==> config.mk <==
export PLATFORM = sky130hd
export DESIGN_NAME = noc_traffic_gen
export DESIGN_NICKNAME = d
export VERILOG_FILES = /design/src/rtl/noc_pkg.sv /design/src/rtl/lfsr16.sv /design/src/rtl/noc_traffic_gen.sv
export SDC_FILE = /design/constraint.sdc
export NUM_CORES = 1
export LEC_CHECK = 0
export ABC_AREA = 1
export BUFFER_PORTS_ARGS = -buffer_cell sky130_fd_sc_hd__buf_2
export CAP_MARGIN = 0
export CORE_AREA = 2 2 127 129
export DETAILED_ROUTE_END_ITERATION = 10
export DIE_AREA = 0 0 129 131
export MAX_ROUTING_LAYER = met4
export PLACE_DENSITY = 0.71
export SLEW_MARGIN = 15
export SYNTH_ARGS = -nofsm -noshare
export SYNTH_HDL_FRONTEND = slang
export SYNTH_SLANG_ARGS = --single-unit
==> constraint.sdc <==
create_clock -name clk -period 2 [get_ports clk]
set_input_delay 0.1 -clock clk [delete_from_list [all_inputs] [get_ports clk]]
set_output_delay 0.1 -clock clk [all_outputs]
set_load 0.005 [all_outputs]
==> src/rtl/noc_pkg.sv <==
// Shared types and helpers for the mesh flit injector.
package noc_pkg;

    typedef enum logic [2:0] {
        ST_IDLE,
        ST_GAP,
        ST_REQ,
        ST_REL,
        ST_DONE
    } tg_state_e;

    typedef enum logic [1:0] {
        MODE_FIXED  = 2'd0,
        MODE_SWEEP  = 2'd1,
        MODE_RANDOM = 2'd2,
        MODE_RSVD   = 2'd3
    } tg_mode_e;

    // Node-id width; a single-node mesh still needs one id bit.
    function automatic int unsigned id_width(input int unsigned nodes);
        return (nodes <= 1) ? 1 : $clog2(nodes);
    endfunction

    // Packs {dest, src, seq} into the low id_w+id_w+seq_w bits of a wide word.
    function automatic logic [127:0] pack_flit(
        input logic [127:0] dest,
        input logic [127:0] src,
        input logic [127:0] seq,
        input int unsigned  id_w,
        input int unsigned  seq_w
    );
        logic [127:0] ones;
        logic [127:0] id_mask;
        logic [127:0] seq_mask;
        ones     = '1;
        id_mask  = ~(ones << id_w);
        seq_mask = ~(ones << seq_w);
        return ((dest & id_mask) << (id_w + seq_w)) |
               ((src & id_mask) << seq_w) |
               (seq & seq_mask);
    endfunction

endpackage

==> src/rtl/lfsr16.sv <==
// 16-bit Fibonacci LFSR, taps 16,14,13,11, stepping only when enabled.
module lfsr16 #(
    parameter logic [15:0] SEED = 16'hACE1
) (
    input  logic        clk,
    input  logic        rst,
    input  logic        en,
    output logic [15:0] q
);

    // Shift left, feedback into bit 0.
    always_ff @(posedge clk) begin
        if (rst)
            q <= SEED;
        else if (en)
            q <= {q[14:0], q[15] ^ q[13] ^ q[12] ^ q[10]};
    end

endmodule

==> src/rtl/noc_traffic_gen.sv <==
// Flit injector for one router local port: 4-phase req/ack, gap/count/dest modes.
module noc_traffic_gen
    import noc_pkg::*;
#(
    parameter int unsigned DATA_W    = 32,
    parameter int unsigned MESH_X    = 2,
    parameter int unsigned MESH_Y    = 2,
    parameter int unsigned GAP_W     = 8,
    parameter int unsigned CNT_W     = 16,
    parameter int unsigned TIMEOUT   = 1024,
    parameter logic [15:0] LFSR_SEED = 16'hACE1,
    localparam int unsigned NODES    = MESH_X * MESH_Y,
    localparam int unsigned ID_W     = id_width(NODES),
    localparam int unsigned SEQ_W    = DATA_W - 2 * ID_W
) (
    input  logic              clk,
    input  logic              rst,
    input  logic              start,
    input  logic              stop,
    input  logic [1:0]        mode,
    input  logic [ID_W-1:0]   src_id,
    input  logic [ID_W-1:0]   cfg_dest,
    input  logic [GAP_W-1:0]  gap_cycles,
    input  logic [CNT_W-1:0]  num_flits,
    input  logic [SEQ_W-1:0]  seq_base,
    output logic [DATA_W-1:0] out_data,
    output logic              out_req,
    input  logic              in_ack,
    output logic              busy,
    output logic              done,
    output logic              timeout,
    output logic [CNT_W-1:0]  sent_cnt
);

    localparam int unsigned WAIT_W = $clog2(TIMEOUT + 1);

    function automatic logic [ID_W-1:0] wrap_id(input logic [31:0] v);
        return ID_W'(v % NODES);
    endfunction

    tg_state_e         state, state_n;
    tg_mode_e          mode_r, mode_n;
    logic [ID_W-1:0]   src_r, src_n;
    logic [GAP_W-1:0]  gap_r, gap_n;
    logic [CNT_W-1:0]  num_r, num_n;
    logic [GAP_W-1:0]  gap_cnt, gap_cnt_n;
    logic [WAIT_W-1:0] wait_cnt, wait_n;
    logic [SEQ_W-1:0]  seq, seq_n;
    logic [ID_W-1:0]   cur_dest, cur_dest_n;
    logic [ID_W-1:0]   last_dest, last_dest_n;
    logic              stop_seen, stop_seen_n;
    logic [DATA_W-1:0] data_n;
    logic              req_n, busy_n, done_n, tmo_n;
    logic [CNT_W-1:0]  sent_n, sent_inc;
    logic [ID_W-1:0]   dest_pick, dest_base;
    logic              launch;
    logic [15:0]       lfsr_q;

    lfsr16 #(.SEED(LFSR_SEED)) u_lfsr (
        .clk (clk),
        .rst (rst),
        .en  (launch),
        .q   (lfsr_q)
    );

    // Destination for the next flit; SWEEP/RANDOM never target the own node.
    always_comb begin
        dest_base = (mode_r == MODE_RANDOM) ? wrap_id(32'(lfsr_q)) : cur_dest;
        dest_pick = dest_base;
        if (mode_r == MODE_SWEEP || mode_r == MODE_RANDOM) begin
            if (NODES == 1)
                dest_pick = src_r;
            else if (dest_base == src_r)
                dest_pick = wrap_id(32'(src_r) + 32'd1);
        end
    end

    // Next-state and datapath update for the handshake FSM.
    always_comb begin
        state_n     = state;
        mode_n      = mode_r;
        src_n       = src_r;
        gap_n       = gap_r;
        num_n       = num_r;
        gap_cnt_n   = gap_cnt;
        wait_n      = wait_cnt;
        seq_n       = seq;
        cur_dest_n  = cur_dest;
        last_dest_n = last_dest;
        stop_seen_n = stop_seen;
        data_n      = out_data;
        req_n       = out_req;
        busy_n      = busy;
        done_n      = done;
        tmo_n       = timeout;
        sent_n      = sent_cnt;
        launch      = 1'b0;
        sent_inc    = (&sent_cnt) ? sent_cnt : sent_cnt + CNT_W'(1);

        unique case (state)
            ST_IDLE, ST_DONE: begin
                if (start) begin
                    mode_n      = tg_mode_e'(mode);
                    src_n       = src_id;
                    gap_n       = gap_cycles;
                    num_n       = num_flits;
                    seq_n       = seq_base;
                    cur_dest_n  = wrap_id(32'(cfg_dest));
                    stop_seen_n = 1'b0;
                    done_n      = 1'b0;
                    tmo_n       = 1'b0;
                    sent_n      = '0;
                    busy_n      = 1'b1;
                    gap_cnt_n   = gap_cycles;
                    state_n     = ST_GAP;
                end
            end
            ST_GAP: begin
                if (stop) begin
                    busy_n  = 1'b0;
                    done_n  = 1'b1;
                    state_n = ST_DONE;
                end else if (gap_cnt == '0) begin
                    launch      = 1'b1;
                    data_n      = DATA_W'(pack_flit(128'(dest_pick), 128'(src_r),
                                                    128'(seq), ID_W, SEQ_W));
                    req_n       = 1'b1;
                    wait_n      = '0;
                    last_dest_n = dest_pick;
                    state_n     = ST_REQ;
                end else begin
                    gap_cnt_n = gap_cnt - GAP_W'(1);
                end
            end
            ST_REQ: begin
                if (stop)
                    stop_seen_n = 1'b1;
                if (in_ack) begin
                    req_n   = 1'b0;
                    wait_n  = '0;
                    state_n = ST_REL;
                end else if (wait_cnt == WAIT_W'(TIMEOUT - 1)) begin
                    req_n   = 1'b0;
                    tmo_n   = 1'b1;
                    busy_n  = 1'b0;
                    done_n  = 1'b1;
                    state_n = ST_DONE;
                end else begin
                    wait_n = wait_cnt + WAIT_W'(1);
                end
            end
            ST_REL: begin
                if (stop)
                    stop_seen_n = 1'b1;
                if (!in_ack) begin
                    sent_n = sent_inc;
                    seq_n  = seq + SEQ_W'(1);
                    if (mode_r == MODE_SWEEP)
                        cur_dest_n = wrap_id(32'(last_dest) + 32'd1);
                    // A stop arriving in this very cycle still ends the run here.
                    if (stop_seen || stop || (num_r != '0 && sent_inc == num_r)) begin
                        busy_n  = 1'b0;
                        done_n  = 1'b1;
                        state_n = ST_DONE;
                    end else begin
                        gap_cnt_n = gap_r;
                        state_n   = ST_GAP;
                    end
                end else if (wait_cnt == WAIT_W'(TIMEOUT - 1)) begin
                    tmo_n   = 1'b1;
                    busy_n  = 1'b0;
                    done_n  = 1'b1;
                    state_n = ST_DONE;
                end else begin
                    wait_n = wait_cnt + WAIT_W'(1);
                end
            end
            default: state_n = ST_IDLE;
        endcase
    end

    // State and datapath registers.
    always_ff @(posedge clk) begin
        if (rst) begin
            state     <= ST_IDLE;
            mode_r    <= MODE_FIXED;
            src_r     <= '0;
            gap_r     <= '0;
            num_r     <= '0;
            gap_cnt   <= '0;
            wait_cnt  <= '0;
            seq       <= '0;
            cur_dest  <= '0;
            last_dest <= '0;
            stop_seen <= 1'b0;
            out_data  <= '0;
            out_req   <= 1'b0;
            busy      <= 1'b0;
            done      <= 1'b0;
            timeout   <= 1'b0;
            sent_cnt  <= '0;
        end else begin
            state     <= state_n;
            mode_r    <= mode_n;
            src_r     <= src_n;
            gap_r     <= gap_n;
            num_r     <= num_n;
            gap_cnt   <= gap_cnt_n;
            wait_cnt  <= wait_n;
            seq       <= seq_n;
            cur_dest  <= cur_dest_n;
            last_dest <= last_dest_n;
            stop_seen <= stop_seen_n;
            out_data  <= data_n;
            out_req   <= req_n;
            busy      <= busy_n;
            done      <= done_n;
            timeout   <= tmo_n;
            sent_cnt  <= sent_n;
        end
    end

endmodule

Word level (Yosys, flattened, before mapping) --
Index checks and enable logic that the tools add are counted.
Operators by class: add/subtract/negate cells 6, equal/unequal tests 23, mux-type cells 61, bitwise gates (word level) 6, reductions and logical operators 28
Operator list (number):
- 2-to-1 mux 28 bit | 2
- case mux 28 bit (2 select lines) | 1
- 2-to-1 mux 11 bit | 5
- 2-to-1 mux 16 bit | 3
- 2-to-1 mux 8 bit | 5
- case mux 11 bit (3 select lines) | 1
- OR 32 x 28 -> 32 bit | 1
- OR 32 x 30 -> 32 bit | 1
- case mux 16 bit (2 select lines) | 1
- adder 28 x 1 -> 28 bit (second input constant) | 1
- case mux 8 bit (3 select lines) | 1
- 2-to-1 mux 1 bit | 22
- 2-to-1 mux 3 bit | 7
- inequality test 2 bit (second input constant) | 10
- adder 16 x 1 -> 16 bit (second input constant) | 1
- equality test 16 bit | 1
- AND reduction 16 bit | 1
- AND reduction 4 bit | 4
- nonzero test 16 bit | 1
- 2-to-1 mux 2 bit | 6
- case mux 3 bit (4 select lines) | 1
- adder 11 x 1 -> 11 bit (second input constant) | 1
- equality test 11 x 10 -> 1 bit (second input constant) | 1
- inequality test 3 bit (second input constant) | 3
- other kinds (27) | 43
Word-level totals: bits in registers 151, output and inout port bits 52

Depth between registers and ports, before layout --
Gate-level depths: netlist of the first run.
depth after elaboration 8, depth in mapped cells 20, gate-level depth less buffers 19

By module --
Synthesis of the first run repeated with hierarchy kept, for this count alone.
Second synthesis, totals: cells, all modules 1127, area total of the unflattened synthesis 7619.8 um^2
By module, submodules not included:
- noc_traffic_gen | times used 1, cells each 1045, area an instance 6986.7 um^2
- lfsr16 | times used 1, cells each 82, area an instance 633.1 um^2

Worst setup path after synthesis of the first run --
Ideal clock, no wire load.
path type register to register, start point register sent_cnt[1], end point register gap_cnt[0], library setup time 0.115 ns, arrival 2.098 ns, path slack -0.213 ns, cell stages (with the launch flop) 18, buffers on the path 2, cells stage by stage dfxtp_1 -> ha_1 -> inv_1 -> nor2_2 -> nand2_2 -> inv_2 -> nand2_4 -> buf_6 -> nand2_1 -> xnor2_1 -> nand3_1 -> nor2_1 -> nand3_1 -> nand2_2 -> nand2_4 -> buf_6 -> a21oi_1 -> nor2_1
Between the ends: cells in the longest elaborated chain, start to end 7, elaborated cells between the ends (all ways) 8
Ends and longest elaborated chain:
- start: declaration | line noc_traffic_gen.sv:32 | output logic [CNT_W-1:0] sent_cnt
- start signal: assignment | line noc_traffic_gen.sv:219 | sent_cnt <= sent_n;
- adder 16 x 1 -> 16 bit or AND reduction 16 bit (tied branches) | line noc_traffic_gen.sv:98 | sent_inc = (&sent_cnt) ? sent_cnt : sent_cnt + CNT_W'(1);
- 2-to-1 mux 16 bit * | line noc_traffic_gen.sv:98
- equality test 16 bit * | line noc_traffic_gen.sv:161 | if (stop_seen || stop || (num_r != '0 && sent_inc == num_r)) begin
- logical AND 1 bit * | line noc_traffic_gen.sv:161
- logical OR 1 bit * | line noc_traffic_gen.sv:161
- inequality test 2 bit (no line) *
- AND reduction 6 bit (no line) *
- end signal: assignment | line noc_traffic_gen.sv:208 | gap_cnt <= gap_cnt_n;
- end: declaration | line noc_traffic_gen.sv:46 | logic [GAP_W-1:0] gap_cnt, gap_cnt_n;
Mark *: on every way between the ends. The rest lies on a longest branch, timed or not. A chain may end at the register's enable or synchronous reset.

Final worst setup path of the first run --
start point register sent_cnt[0], end point register gap_cnt[3]
The elaborated chain is that of the path after synthesis.

==> flow_metrics.py, run 1 <==
metrics = {
    "worst_hold_path": {
        "hold_class": "input pin to flop",
    },
    "global_routing": {
        "grt_max_degree": 51,
        "overflow": 0,
        "globalRouteTotalUtil_pct": 27.46,
        "grt_pass1_vias": 7807,
        "antenna_found_initial": 2,
        "grt_first_pass_wirelength_um": 36230,
    },
    "clock_tree": {
        "cts-buffers-inserted": 17,
        "cts_root_buf": "clkbuf_16",
        "clk_pin_slew_ns": 0.06,
        "clock_latency_ns": 0.43,
        "htree_levels": 4,
        "clock_sinks": 149,
        "max-clock-path-buffers": 2,
        "cts_tree": "yes",
    },
    "floorplanning": {
        "chipWidth_um": 129,
        "rows": 46,
        "start_util_pct": 48.92,
        "die_area_sq_um": 16900,
        "die_h_um": 131,
        "core_area_sq_um": 15600,
        "pin_count": 115,
    },
    "route": {
        "drt-vias-per-instance": 5.218,
        "vias": 8395,
        "ant_nets": 0,
        "routedWlPerCell_um": 14.09,
        "drt-total-wl_um": 22670,
        "firstDrtPassIters": 7,
        "drt_iter0_markers": 446,
        "drc": 0,
    },
    "worst_setup_path": {
        "critPathTopFamily": "simple AND/OR/NAND/NOR gates",
        "worst_ep_required_time_ns": 2.36,
        "cp_common_cell": "nand3_2",
        "critPathMaxFanout": 8,
        "path_cells": "ha_4, nand3_2, xor2_2, nand2_4, xor2_1, nor2_2, nand2_1, nor2_1, nand3_2, nand2_4, nand2_8, nand3_2, nand2_1, nor2_1",
        "critPathBufInv": 0,
        "critPathCaptureType": "flop",
        "cp_slowest_cell": "dfxtp_2",
        "start_kind": "flop",
        "worstSetupPathType": "flop to flop",
        "cpPeakStageDelay_ns": 0.36,
        "worstPathArrival_ns": 2.54,
    },
    "logic_synthesis": {
        "muxShareOfSynthArea_pct": 0,
        "yosys_warnings": 0,
        "synth_top_family_by_area": "simple AND/OR/NAND/NOR gates",
        "synth_cells": 1136,
        "synth_top_area_cell": "dfxtp_1",
        "synth_top_area_share_pct": 39.09,
        "yosys-top-cells-area": "dfxtp_1 39%, nand2_1 11%, nor2_1 8.0%, a21oi_1 7.5%, o21ai_0 7.3%",
        "ys_seq_area_share_pct": 39.09,
        "synth.distinct_cells": 42,
        "synth.avg_cell_area_sq_um": 6.716,
        "ys_async_sr_fraction_pct": 0,
        "synth_flop_cell": "dfxtp_1",
        "synthSimpleGateAreaFrac_pct": 28.48,
        "yosysMostFrequentCell": "nand2_1",
        "synth-compound-area-share_pct": 19.20,
        "synth_xor_area_share_pct": 3.870,
        "synth_edf_count": 0,
        "synth.net_count": 1206,
        "ys_ff_latch": 149,
        "syn_area_sq_um": 7630,
        "synth_common_cells": "233 x nand2_1, 163 x nor2_1, 149 x dfxtp_1",
        "synthAdderAreaFrac_pct": 1.148,
    },
    "run": {
        "drv_cap": 0,
    },
    "final_layout": {
        "ff_latch_area_sq_um": 3003,
        "area_growth_pct": 41.60,
        "layout.nets": 1448,
        "instances_no_fill": 1609,
        "fill_cells": 1271,
        "multi_input_area_sq_um": 4538,
        "drive_gt1_share_pct": 28.27,
    },
    "sta": {
        "grt_setup_unrepaired": "true",
        "finalHoldViolations": 0,
        "finalCritPeriodShare_pct": 109.1,
        "clock-skew-final_ns": 0.01076,
        "worstMarginPinSlew_ns": 0.5767,
        "fin_ws_ns": -0.1810,
        "period_minus_slack_ns": 2.181,
        "relSlewSlack_pct": 61.56,
        "fmax_mhz": 458.5,
        "maxSlewViolCount": 0,
        "setup_viol": 12,
    },
    "pwr": {
        "p_leak_nw": 4.819,
        "peakVddDrop_mv": 0.6470,
        "p_per_area_nw_per_um2": 868.2,
        "power_mw": 9.380,
    },
    "placed_design": {
        "place.port_buffers": 114,
        "pre_cts_ws_ns": -0.3579,
        "finalWeightedCongestion": 0.9051,
        "dp.cells": 1512,
        "dp_hpwl_um": 15050,
    },
    "status": {
        "violations": "negative setup slack",
        "outcome": "complete, but fails checks",
    },
}
==> report_power, final <==
part / internal [mW] / total (mW) / switching [mW]
sequential: 3.31 / 3.59 / 0.277
clock: 2.14 / 3.41 / 1.28
combinational: 1.02 / 2.38 / 1.36
==> flip-flops by register name, summed over array words and instances (netlist names), 3 cells and up <==
signal	cells
gap_cnt	8
gap_r	8
num_r	16
out_data	31
sent_cnt	16
seq	28
state	3
u_lfsr.q	16
wait_cnt	11
==> worst paths after layout <==
path / from / endpoint / slack (ns) / depth (start not counted)
max reg2reg: sent_cnt[0]$_SDFFE_PP0P_ / gap_cnt[3]$_SDFFE_PP0P_ / -0.18 / 14
min: seq_base[27] / seq[27]$_SDFFE_PP0P_ / 0.01 / 3
max: sent_cnt[0]$_SDFFE_PP0P_ / gap_cnt[3]$_SDFFE_PP0P_ / -0.18 / 14
min reg2reg: out_data[29]$_SDFFE_PP0P_ / out_data[29]$_SDFFE_PP0P_ / 0.45 / 2
==> stage by stage <==
step                      hold slack, ns  TNS [ns]  area [sq um]  util [%]
after global routing             0.02509    -3.569         10800     69.25
final                           0.009706    -1.562         10800     69.27
after CTS                       0.001734    -1.253         10540     67.59
after global placement            0.3559    -3.655          9146     58.64
after floorplan                   0.2610  -0.09004          7719         -
after detailed placement          0.3680    -4.546          9146     58.64
==> layout by cell type (no fill, tap or decap), types with 5 or more instances in the layout <==
cell type,n
nand2_1,217
nor2_1,138
dfxtp_1,135
buf_2,114
buf_4,113
o21ai_0,110
a21oi_1,105
inv_1,95
nand3_1,49
dlygate4sd3_1,40
nand4_1,18
clkbuf_16,18
nor2_4,17
xor2_1,16
nand2_2,16
nor2_2,15
nand3_2,15
o211ai_1,13
dfxtp_2,13
xnor2_1,12
nor3_1,10
a21oi_2,9
nand2_4,8
inv_2,7
a211oi_1,6
o22ai_1,5
a31oi_1,5
==> cells by family (layout without fill, tap and decap cells) <==
kind of cell	Yosys count	count (layout)
AOI/OAI and AO/OA	270	270
xor gates and xnor gates	32	32
adders and majority gates	7	7
buffers and inverters	161	412
DFF	149	149
other	0	3
and+or+nand+nor	517	520
==> worst min-delay path: stages <==
cell and delay, ns:
buf_2 0.09, o211ai_1 0.09, a21oi_1 0.12
==> final cells by class <==
| class | count | share of cell area [%] |
|---|---|---|
| clock buffer | 21 | 4.551 |
| antenna | 3 | 0.06948 |
| multi-input combinational | 829 | 42.00 |
| inverter | 107 | 3.856 |
| clock inverter | 10 | 1.332 |
| timing repair buffer | 274 | 17.89 |
| tap | 216 | 2.501 |
| sequential | 149 | 27.79 |
==> metal layers <==
layer  GRT usage [%]  vias to the layer above  share of wire (%)
met2           46.78                      291                 49
met3           5.212                       44                5.6
met1           32.27                     3826                 43
li1                -                     4234                  -
met5               -                        -                  0
met4           10.55                        0                2.6
==> what timing repair did <==
| action | CTS | global route |
|---|---|---|
| resized for setup | 67 | 47 |
| setup buffers | 8 | 12 |
| pin swaps | 26 | 21 |
| cloned | 3 | 0 |
| hold endpoints to repair | 40 | 0 |
| endpoints found under the setup margin | 24 | 80 |
| hold buffers | 40 | 0 |
Power figures use the tool's default switching activity.
==> run 2: changes to the inputs <==
--- a/config.mk
+++ b/config.mk
@@ -8,11 +8,13 @@
 export ABC_AREA = 1
 export BUFFER_PORTS_ARGS = -buffer_cell sky130_fd_sc_hd__buf_2
 export CAP_MARGIN = 0
-export CORE_AREA = 2 2 127 129
+export CELL_PAD_IN_SITES_DETAIL_PLACEMENT = 1
+export CELL_PAD_IN_SITES_GLOBAL_PLACEMENT = 1
+export CORE_AREA = 2 2 147 149
 export DETAILED_ROUTE_END_ITERATION = 10
-export DIE_AREA = 0 0 129 131
+export DIE_AREA = 0 0 149 151
 export MAX_ROUTING_LAYER = met4
-export PLACE_DENSITY = 0.71
+export PLACE_DENSITY = 0.74
 export SLEW_MARGIN = 15
 export SYNTH_ARGS = -nofsm -noshare
 export SYNTH_HDL_FRONTEND = slang
==> flow_metrics.py, run 2 (synthesis gave the netlist of run 1 again) <==
metrics = {
    "final_layout": {
        "fill_cells": 2669,
        "instances_no_fill": 1691,
        "largest-register": "out_data",
        "largest_reg_flops": 31,
        "layout.nets": 1472,
        "layout_common_cells": "202 x nand2_1, 135 x dfxtp_1, 131 x buf_4",
        "multi_input_area_sq_um": 4726,
        "reg.largest.list": "out_data x31, seq x28",
        "drive_gt1_share_pct": 32.04,
        "layout_commonest_cell": "nand2_1",
        "post-route-cell-area_sq_um": 11210,
        "utilization_pct": 53.86,
        "ff_latch_area_sq_um": 3013,
        "area_growth_pct": 46.98,
    },
    "sta": {
        "setup_viol": 12,
        "grt_setup_unrepaired": "true",
        "worstMarginPinSlew_ns": 0.6626,
        "finalCritPeriodShare_pct": 114.0,
        "timing.hold.ws_ns": 0.007834,
        "finalHoldViolations": 0,
        "fin_ws_ns": -0.2803,
        "fin_tns_setup_ns": -2.976,
        "fmax_mhz": 438.5,
        "period_minus_slack_ns": 2.280,
        "clock-skew-final_ns": 0.01110,
        "maxSlewViolCount": 0,
        "relSlewSlack_pct": 55.83,
    },
    "global_routing": {
        "antenna_found_initial": 1,
        "use_met3_pct": 4.337,
        "grtUsageMet2_pct": 46.77,
        "grt_first_pass_wirelength_um": 44820,
        "grtUsageMet1_pct": 28.83,
        "grt_pass1_vias": 8928,
        "grt_max_degree": 51,
        "globalRouteTotalUtil_pct": 25.69,
        "overflow": 0,
        "busiest_layer": "met2",
    },
    "floorplanning": {
        "core_area_sq_um": 20820,
        "die_h_um": 151,
        "start_util_pct": 36.64,
        "die_area_sq_um": 22500,
        "pin_count": 115,
        "chipWidth_um": 149,
        "rows": 53,
    },
    "clock_tree": {
        "clock_latency_ns": 0.44,
        "clock_sinks": 149,
        "htree_levels": 4,
        "cts_tree": "yes",
        "cts-buffers-inserted": 17,
        "max-clock-path-buffers": 2,
        "clk_pin_slew_ns": 0.07,
        "cts_root_buf": "clkbuf_16",
    },
    "worst_setup_path": {
        "r2r_cells": 16,
        "critPathTopFamily": "simple AND/OR/NAND/NOR gates",
        "worst_ep_required_time_ns": 2.36,
        "start_kind": "flop",
        "cp_slowest_cell": "dfxtp_4",
        "critPathCaptureType": "flop",
        "critical_path.startpoint": "sent_cnt[0]$_SDFFE_PP0P_",
        "critPathMaxFanout": 8,
        "worstSetupPathType": "flop to flop",
        "path_cells": "ha_4, inv_2, nor2_4, nand2_4, clkinv_8, nand2_8, nand2_4, xnor2_1, nand3_1, nor2_2, nand3_2, nand2_4, nand2_8, nand3_1, nand2_1, nor2_1",
        "critPathBufInv": 2,
        "path_depth": 16,
        "cp_common_cell": "nand2_4",
        "worstPathArrival_ns": 2.64,
        "cpPeakStageDelay_ns": 0.36,
        "timing.rr.start": "sent_cnt[0]$_SDFFE_PP0P_",
        "reg2reg_slack_ns": -0.28,
    },
    "pwr": {
        "p_per_area_nw_per_um2": 826.4,
        "p_leak_nw": 4.915,
        "power_mw": 9.267,
        "peakVddDrop_mv": 0.5915,
    },
    "placed_design": {
        "postPlaceCellArea_sq_um": 9330,
        "finalWeightedCongestion": 0.8687,
        "pre_cts_ws_ns": -0.3770,
        "place.port_buffers": 114,
        "dp.cells": 1587,
        "dp_hpwl_um": 18750,
    },
    "worst_hold_path": {
        "worstHoldStart": "gap_cycles[4]",
        "hold_depth": 3,
        "hold_class": "input pin to flop",
    },
    "status": {
        "outcome": "complete, but fails checks",
        "violations": "negative setup slack",
    },
    "route": {
        "drc": 0,
        "vias": 8740,
        "drt_iter0_markers": 384,
        "drt-total-wl_um": 29510,
        "firstDrtPassIters": 4,
        "routedWlPerCell_um": 17.45,
        "drt-vias-per-instance": 5.169,
        "ant_nets": 0,
    },
    "run": {
        "drv_cap": 0,
    },
}
==> run 2: layout make-up <==
type | count | share of cell area (%)
multi-input cells | 829 | 42.14
flip-flops and latches | 149 | 26.87
repair buffers | 298 | 19.25
clock buffers | 17 | 3.793
inverters | 107 | 3.760
well taps | 275 | 3.068
clock inverters | 14 | 1.082
diodes | 2 | 0.04463
==> run 2: routing by layer <==
layer | part of all wire (%) | up-vias
li1 | - | 4276
met1 | 42 | 4216
met2 | 52 | 198
met3 | 4.7 | 50
met4 | 2.1 | 0
met5 | 0 | -
==> run 2: what timing repair did <==
action / in CTS / in global routing
hold buffers: 34 / 1
pin swaps: 38 / 39
buffers inserted: 21 / 16
resized for setup: 81 / 102
cloned: 3 / 1
endpoints found under the hold margin: 34 / 1
endpoints found under the setup margin: 70 / 45
==> run 2: power breakdown <==
part	total, mW	internal, mW	switching [mW]
Clock	3.07	1.61	1.46
Sequential	3.60	3.31	0.293
Combinational	2.60	1.08	1.51
Total	9.27	6.00	3.26
==> run 2: path summary, 6_finish.rpt <==
path / to
worst max register to register: gap_cnt[3]$_SDFFE_PP0P_
worst min-delay path: gap_r[4]$_SDFFE_PP0P_
worst max-delay path: gap_cnt[3]$_SDFFE_PP0P_
worst min register to register: out_data[29]$_SDFFE_PP0P_
==> run 2: worst min-delay path: stages <==
cell and delay [ns]:
buf_2 0.10, o21ai_0 0.08, a21oi_1 0.12
